## config.mk

```make
export PLATFORM = sky130hd
export DESIGN_NAME = control_unit
export DESIGN_NICKNAME = d
export VERILOG_FILES = /design/src/rtl/ctrl_pkg.sv /design/src/rtl/cond_eval.sv /design/src/rtl/control_unit.sv
export SDC_FILE = /design/constraint.sdc
export NUM_CORES = 1
export LEC_CHECK = 0
export BUFFER_PORTS_ARGS = -buffer_cell sky130_fd_sc_hd__buf_2
export CAP_MARGIN = 20
export CORE_AREA = 2 2 81 83
export CTS_BUF_LIST = sky130_fd_sc_hd__clkbuf_4 sky130_fd_sc_hd__clkbuf_8 sky130_fd_sc_hd__clkbuf_16
export DETAILED_ROUTE_END_ITERATION = 10
export DIE_AREA = 0 0 83 85
export PLACE_DENSITY_LB_ADDON = 0.05
export REMOVE_ABC_BUFFERS = 1
export SYNTH_ARGS = -nofsm -noshare
export SYNTH_HDL_FRONTEND = slang
export SYNTH_SLANG_ARGS = --single-unit
```

## constraint.sdc

```tcl
create_clock -name Clk -period 6.4 [get_ports Clk]
set_clock_uncertainty 0.1 [all_clocks]
set_input_delay 0.32 -clock Clk [delete_from_list [all_inputs] [get_ports Clk]]
set_output_delay 0.32 -clock Clk [all_outputs]
set_load 0.01 [all_outputs]
```

## src/rtl/ctrl_pkg.sv

```systemverilog
// Shared encodings for the SPARC-subset control unit: states, mux selects,
// datapath opcodes and instruction field values.
package ctrl_pkg;

    localparam int MEM_TIMEOUT_DEF = 15;

    typedef enum logic [4:0] {
        ST_RST, ST_F0, ST_F1, ST_F2, ST_DEC,
        ST_ALU, ST_L0, ST_L1, ST_L2, ST_L3,
        ST_S0, ST_S1, ST_S2, ST_CALL, ST_UPD,
        ST_ILL, ST_MERR
    } state_t;

    // Mux selects
    localparam logic [1:0] MAR_ALU  = 2'd0, MAR_PC   = 2'd1;
    localparam logic [1:0] MDR_RAM  = 2'd0, MDR_RFA  = 2'd1;
    localparam logic [1:0] CIN_PC   = 2'd0, CIN_ALU  = 2'd2, CIN_MDR = 2'd3;
    localparam logic [1:0] RC_IR    = 2'd0, RC_R15   = 2'd3;
    localparam logic [1:0] ALU_RFB  = 2'd0, ALU_SIMM = 2'd1;
    localparam logic [1:0] NPC_INC  = 2'd0, NPC_BR   = 2'd2;

    // Datapath opcodes
    localparam logic [5:0] OP_LDW = 6'h08, OP_STW = 6'h04, OP_ADD = 6'h00;

    // Instruction fields
    localparam logic [1:0] FMT_BR = 2'd0, FMT_CALL = 2'd1, FMT_ALU = 2'd2, FMT_MEM = 2'd3;
    localparam logic [2:0] OP2_BICC    = 3'b010;
    localparam logic [5:0] OP3_LD      = 6'h00;
    localparam logic [5:0] OP3_ST      = 6'h04;
    localparam logic [5:0] OP3_ALU_LIM = 6'h38;

    // States that hold MFA high waiting for MFC
    function automatic logic is_wait(state_t s);
        return s inside {ST_F1, ST_L1, ST_S2};
    endfunction

endpackage

```

## src/rtl/cond_eval.sv

```systemverilog
// Integer branch condition evaluation on the PSR condition codes.
// cond[3] inverts the sense of the base condition in cond[2:0].
module cond_eval (
    input  logic [3:0] cond,
    input  logic       N,
    input  logic       Z,
    input  logic       V,
    input  logic       C,
    output logic       taken
);

    logic base;

    // Base condition select, then optional inversion
    always_comb begin
        base = 1'b0;
        case (cond[2:0])
            3'd0: base = 1'b0;
            3'd1: base = Z;
            3'd2: base = Z | (N ^ V);
            3'd3: base = N ^ V;
            3'd4: base = C | Z;
            3'd5: base = C;
            3'd6: base = N;
            3'd7: base = V;
            default: base = 1'b0;
        endcase
        taken = base ^ cond[3];
    end

endmodule

```

## src/rtl/control_unit.sv

```systemverilog
// Hard-wired fetch/decode/execute sequencer for the SPARC-subset datapath.
// Every output is a registered decode of the state being entered, so it is
// stable for the whole cycle the FSM spends in that state.
module control_unit
    import ctrl_pkg::*;
#(
    parameter int MEM_TIMEOUT = MEM_TIMEOUT_DEF
) (
    input  logic        Clk,
    input  logic        Clr,
    input  logic [31:0] IR,
    input  logic        N,
    input  logic        Z,
    input  logic        V,
    input  logic        C,
    input  logic        MFC,
    output logic        IRE,
    output logic        MDRE,
    output logic        MARE,
    output logic        PCE,
    output logic        nPCE,
    output logic        PSRE,
    output logic        RFE,
    output logic        ClrPC,
    output logic        MFA,
    output logic        MOP_SEL,
    output logic        AOP_SEL,
    output logic        RA_SEL,
    output logic [1:0]  nPC_SEL,
    output logic [1:0]  ALU_SEL,
    output logic [1:0]  CIN_SEL,
    output logic [1:0]  RC_SEL,
    output logic [1:0]  MAR_SEL,
    output logic [1:0]  MDR_SEL,
    output logic [5:0]  OP1,
    output logic        illegal,
    output logic        mem_err,
    output logic [4:0]  state
);

    localparam int CW = $clog2(MEM_TIMEOUT + 1);

    state_t        cur, nxt;
    logic [CW-1:0] cnt;
    logic          taken_q, taken_d, br_tk;

    logic [1:0] op;
    logic [2:0] op2;
    logic [5:0] op3;
    logic [1:0] sel_b;

    assign op    = IR[31:30];
    assign op2   = IR[24:22];
    assign op3   = IR[24:19];
    assign sel_b = IR[13] ? ALU_SIMM : ALU_RFB;
    assign state = cur;

    // Annul bit, rs1/rs2 and immediates are consumed by the datapath only
    logic unused_ir;
    assign unused_ir = ^{IR[29], IR[18:14], IR[12:0]};

    cond_eval u_cond (
        .cond  (IR[28:25]),
        .N     (N),
        .Z     (Z),
        .V     (V),
        .C     (C),
        .taken (br_tk)
    );

    // Next state and branch-taken capture; condition codes are only read in DEC
    always_comb begin
        nxt     = cur;
        taken_d = taken_q;
        case (cur)
            ST_RST:  nxt = ClrPC ? ST_RST : ST_F0;   // stay one extra cycle to pulse ClrPC
            ST_F0:   nxt = ST_F1;
            ST_F1, ST_L1, ST_S2: begin
                if (MFC)
                    nxt = (cur == ST_F1) ? ST_F2 : (cur == ST_L1) ? ST_L2 : ST_UPD;
                else if (cnt == CW'(MEM_TIMEOUT - 1))
                    nxt = ST_MERR;
            end
            ST_F2:   nxt = ST_DEC;
            ST_DEC: begin
                taken_d = 1'b0;
                nxt     = ST_ILL;
                case (op)
                    FMT_ALU:  if (op3 < OP3_ALU_LIM) nxt = ST_ALU;
                    FMT_MEM: begin
                        if (op3 == OP3_LD)      nxt = ST_L0;
                        else if (op3 == OP3_ST) nxt = ST_S0;
                    end
                    FMT_BR: begin
                        if (op2 == OP2_BICC) begin
                            nxt     = ST_UPD;
                            taken_d = br_tk;
                        end
                    end
                    FMT_CALL: begin
                        nxt     = ST_CALL;
                        taken_d = 1'b1;
                    end
                    default: nxt = ST_ILL;
                endcase
            end
            ST_ALU:  nxt = ST_UPD;
            ST_L0:   nxt = ST_L1;
            ST_L2:   nxt = ST_L3;
            ST_L3:   nxt = ST_UPD;
            ST_S0:   nxt = ST_S1;
            ST_S1:   nxt = ST_S2;
            ST_CALL: nxt = ST_UPD;
            ST_UPD:  nxt = ST_F0;
            ST_ILL:  nxt = ST_ILL;
            ST_MERR: nxt = ST_MERR;
            default: nxt = ST_RST;
        endcase
    end

    // State, wait counter and registered output decode of the entered state
    always_ff @(posedge Clk or negedge Clr) begin
        if (!Clr) begin
            cur     <= ST_RST;
            cnt     <= '0;
            taken_q <= 1'b0;
            IRE <= 1'b1; MDRE <= 1'b1; MARE <= 1'b1; PCE <= 1'b1;
            nPCE <= 1'b1; PSRE <= 1'b1; RFE <= 1'b1; ClrPC <= 1'b1;
            MFA <= 1'b0; MOP_SEL <= 1'b0; AOP_SEL <= 1'b0; RA_SEL <= 1'b0;
            nPC_SEL <= '0; ALU_SEL <= '0; CIN_SEL <= '0; RC_SEL <= '0;
            MAR_SEL <= '0; MDR_SEL <= '0; OP1 <= '0;
            illegal <= 1'b0;
            mem_err <= 1'b0;
        end else begin
            cur     <= nxt;
            taken_q <= taken_d;
            // Counter restarts on every wait-state entry, counts MFC=0 cycles
            if (is_wait(nxt) && nxt == cur) cnt <= cnt + CW'(1);
            else                            cnt <= '0;

            IRE <= 1'b1; MDRE <= 1'b1; MARE <= 1'b1; PCE <= 1'b1;
            nPCE <= 1'b1; PSRE <= 1'b1; RFE <= 1'b1; ClrPC <= 1'b1;
            MFA <= 1'b0; MOP_SEL <= 1'b0; AOP_SEL <= 1'b0; RA_SEL <= 1'b0;
            nPC_SEL <= NPC_INC; ALU_SEL <= ALU_RFB; CIN_SEL <= CIN_PC; RC_SEL <= RC_IR;
            MAR_SEL <= MAR_ALU; MDR_SEL <= MDR_RAM; OP1 <= OP_ADD;
            illegal <= illegal | (nxt == ST_ILL);
            mem_err <= mem_err | (nxt == ST_MERR);

            case (nxt)
                ST_RST:  ClrPC <= 1'b0;
                ST_F0: begin
                    MAR_SEL <= MAR_PC;
                    MARE    <= 1'b0;
                end
                ST_F1, ST_L1: begin
                    MFA     <= 1'b1;
                    MOP_SEL <= 1'b1;
                    OP1     <= OP_LDW;
                end
                ST_F2: begin
                    MDR_SEL <= MDR_RAM;
                    MDRE    <= 1'b0;
                    IRE     <= 1'b0;
                end
                ST_ALU: begin
                    ALU_SEL <= sel_b;
                    RC_SEL  <= RC_IR;
                    CIN_SEL <= CIN_ALU;
                    RFE     <= 1'b0;
                    PSRE    <= ~op3[4];     // only the cc variants update PSR
                end
                ST_L0, ST_S0: begin
                    AOP_SEL <= 1'b1;
                    OP1     <= OP_ADD;
                    ALU_SEL <= sel_b;
                    MAR_SEL <= MAR_ALU;
                    MARE    <= 1'b0;
                end
                ST_L2:   MDRE <= 1'b0;
                ST_L3: begin
                    RC_SEL  <= RC_IR;
                    CIN_SEL <= CIN_MDR;
                    RFE     <= 1'b0;
                end
                ST_S1: begin
                    RA_SEL  <= 1'b1;
                    MDR_SEL <= MDR_RFA;
                    MDRE    <= 1'b0;
                end
                ST_S2: begin
                    MFA     <= 1'b1;
                    MOP_SEL <= 1'b1;
                    OP1     <= OP_STW;
                end
                ST_CALL: begin
                    RC_SEL  <= RC_R15;
                    CIN_SEL <= CIN_PC;
                    RFE     <= 1'b0;
                end
                ST_UPD: begin
                    PCE     <= 1'b0;
                    nPCE    <= 1'b0;
                    nPC_SEL <= taken_d ? NPC_BR : NPC_INC;
                end
                default: ;
            endcase
        end
    end

endmodule

```

==> out/results.txt <==
Synth area leader: dfrtp_1
Worst r2r src: state[1]
GRT overflow: 0
Final ANT Viol Nets: 0
Crit end category: flop
Top_reg_cell synth: dfrtp_1
Int Pwr: 564 uW
Core area: 6200 sq um
FFs w/ async S/R, synth: 100%
Post-synthesis sequential area ratio: 41.9%
CTS Hold Bufs: 1
Final Max Slew Viols: 0
Clock tree buffer depth: 2
Initial cell density of the core: 29.2%
First-pass GRT wire length: 6960 um
Register share of total power: 29.2%
Vias/cell: 4.77
Syn Area/Cell: 9.69 sq um
Avg WL per Cell: 13.6 um
CTS tree: built
Drt total wl: 4190 um
Clock power frac: 15.0%
DR iter-0 viols: 54
Rows: 29
All-Layer GR Usage: 12.4%
Outcome: completed
CTS Buf Count: 5
Synth cell count leaders: dfrtp_1 (23), buf_4 (14), inv_1 (12), nor2_1 (11)
Final RePlAce weighted congestion: 0.731
Layout area overhead: 18.9%
CP Max Fanout: 14
Final Critical Period: 3.22 ns
Number of global-route vias before repair: 1,388
Worst Max-Slew Pin Slew: 0.939 ns
Switching Share: 48.2%
IO Pins: 76
Final Cell Area: 2150 sq um
Synth unique cells: 52
Pleak: 0.984 nW
Yosys warning count: 0
Post-synth EDFFs: 0
Vias: 1,475
Seq cells post-synth: 30
Design Power: 1.09 mW
PwrDens: 506 nW/um^2
Sw Pwr: 525 uW
CTS H-tree lvls: 2
Final hold slack: 0.162 ns
Layout cells sized above 1: 33.6%
Largest net degree at the start of global routing: 31
Chip height: 85 um
Worst-Skew Late Latency: 0.28 ns
RSZ-0062 raised after global routing: false
Post-CTS resize count: 0
Synth area leaders: dfrtp_1 (32%), dfstp_2 (10%), buf_4 (5.8%)
Initial antenna violation count: 0
Critical Path Start: state[1]
Worst Path Required: 6.44 ns
Max-cap check violation count: 0
Critical path class: flop to flop
Clk slew on worst S/H paths: 0.07 ns
Final setup fails: 0
Pre-antenna DRT Iters: 4
Critical path arrival: 3.26 ns
Top-area cell type share of the netlist area: 31.8%
Dpl cell area: 2050 sq um
Setup_tns: 0 ns
Full die area: 7060 sq um
Hold Startpoint: IR[23]
R2R Setup Slk: 3.18 ns
Hold Vio Cnt, Final: 0
# nets final: 276
Comb pwr share: 55.8%
CTS root buffer: clkbuf_8
Rel. slew slack: 37.1%
Die width: 83 um
Fmax: 311 MHz
Fin crit share: 50.3%
IO buf count: 48
HPWL Detailed: 3130 um
Most common cell in the netlist: dfrtp_1
Startpoint types: flop
Max IR drop VDD: 0.165 mV
# Post-CTS Setup Buffers: 0
Hold crit path type: input pin to flop
Sink Count: 30
Antenna cells: 0
DRC viols: 0
Mapped cell area: 1810 sq um
Synth Instances: 187
==> state kept, by name, summed over array words and instances, names as in the netlist <==
| register | cells |
|---|---|
| CIN_SEL | 2 |
| ALU_SEL | 1 |
| MOP_SEL | 1 |
| taken_q | 1 |
| AOP_SEL | 1 |
| state | 5 |
| MDR_SEL | 1 |
| OP1 | 2 |
| MAR_SEL | 1 |
| illegal | 1 |
| mem_err | 1 |
| cnt | 4 |
| PSRE | 1 |
| ClrPC | 1 |
| RFE | 1 |
| MDRE | 1 |
| MARE | 1 |
| nPC_SEL | 1 |
| IRE | 1 |
| RC_SEL | 1 |
| nPCE | 1 |
==> layout by cell type (no fill, tap or decap), types with 2 or more instances in the layout <==
master and instances:
buf_2 48, dfrtp_1 23, inv_1 12, nor2_1 11, nor3_1 10, a21oi_1 10, conb_1 8, dfstp_2 7
nand2_1 7, nand3_1 6, xnor2_1 6, ha_1 6, clkbuf_8 6, nor2b_1 5, o21ai_0 5, a31oi_1 5
and3_1 3, nand3b_1 3, a311oi_1 3, nor3_2 3, xor2_1 3, nand2b_1 3, or4_1 2, o21ai_1 2
and2_1 2, a211oi_1 2, o31ai_1 2, nor4_1 2, a21o_1 2
==> worst paths after layout <==
check / end / cells after the start
worst min-delay path: PSRE / 2
worst max-delay path: cnt[2] / 7
min in group asynchronous: MDR_SEL[0] / 2
worst max register to register: cnt[2] / 7
worst min register to register: illegal / 1
max in group asynchronous: illegal / 2
==> power groups by stage <==
stage | combinational, mW | sequential, mW | clock (mW)
6_report | 0.607 | 0.318 | 0.163
5_1_grt | 0.685 | 0.327 | 0.181
4_1_cts | 0.618 | 0.319 | 0.168
3_5_place_dp | 0.614 | 0.321 | 0
3_3_place_gp | 0.617 | 0.324 | 0
2_1_floorplan | 0.415 | 0.334 | 0
==> routing by layer <==
| metal | part of all wire [%] | vias to the layer above | track usage [%] |
|---|---|---|---|
| met5 | 0 | - | 0 |
| met4 | 0.50 | 0 | 2.68 |
| met3 | 5.2 | 4 | 4.38 |
| met2 | 45 | 46 | 19.4 |
| met1 | 49 | 693 | 16.6 |
| li1 | - | 732 | - |
==> metrics by stage <==
stage / util (%) / instances / setup WS (ns)
2_1_floorplan: - / 175 / 3.78
3_3_place_gp: 33.0 / 300 / 3.07
3_5_place_dp: 33.0 / 300 / 3.10
4_1_cts: 34.7 / 309 / 3.13
5_1_grt: 34.7 / 309 / 2.87
6_report: 34.7 / 309 / 3.18
==> cells by family (layout without fill, tap and decap cells) <==
logic type	Yosys count	in the layout	synth area share, %
adder cells (fa/ha/maj)	6	6	4.14
other	1	8	0.207
buffers and inverters	33	71	10.0
AND/OR/NAND/NOR	65	65	22.1
XOR/XNOR	9	9	4.35
AO/OA/AOI/OAI	43	43	17.3
flip-flops	30	30	41.9
==> worst max-delay path: stages (launching register included) <==
cell	delay, ns
dfrtp_1	0.61
nor2b_1	0.18
a32oi_2	0.39
a311oi_1	0.13
nor3_2	0.77
nor3_2	0.21
a221oi_2	0.55
nor3_1	0.12
==> area by class of cell <==
| class | instances | area, sq um |
|---|---|---|
| Inverter | 14 | 55.1 |
| Fill cell | 672 | 4050 |
| Tap cell | 77 | 96.3 |
| Clock buffer | 7 | 90.1 |
| Timing Repair Buffer | 49 | 250 |
| Multi-Input combinational cell | 131 | 897 |
| Clock inverter | 1 | 5.00 |
| Sequential cell | 30 | 759 |
(Power assumes the default switching activity.)
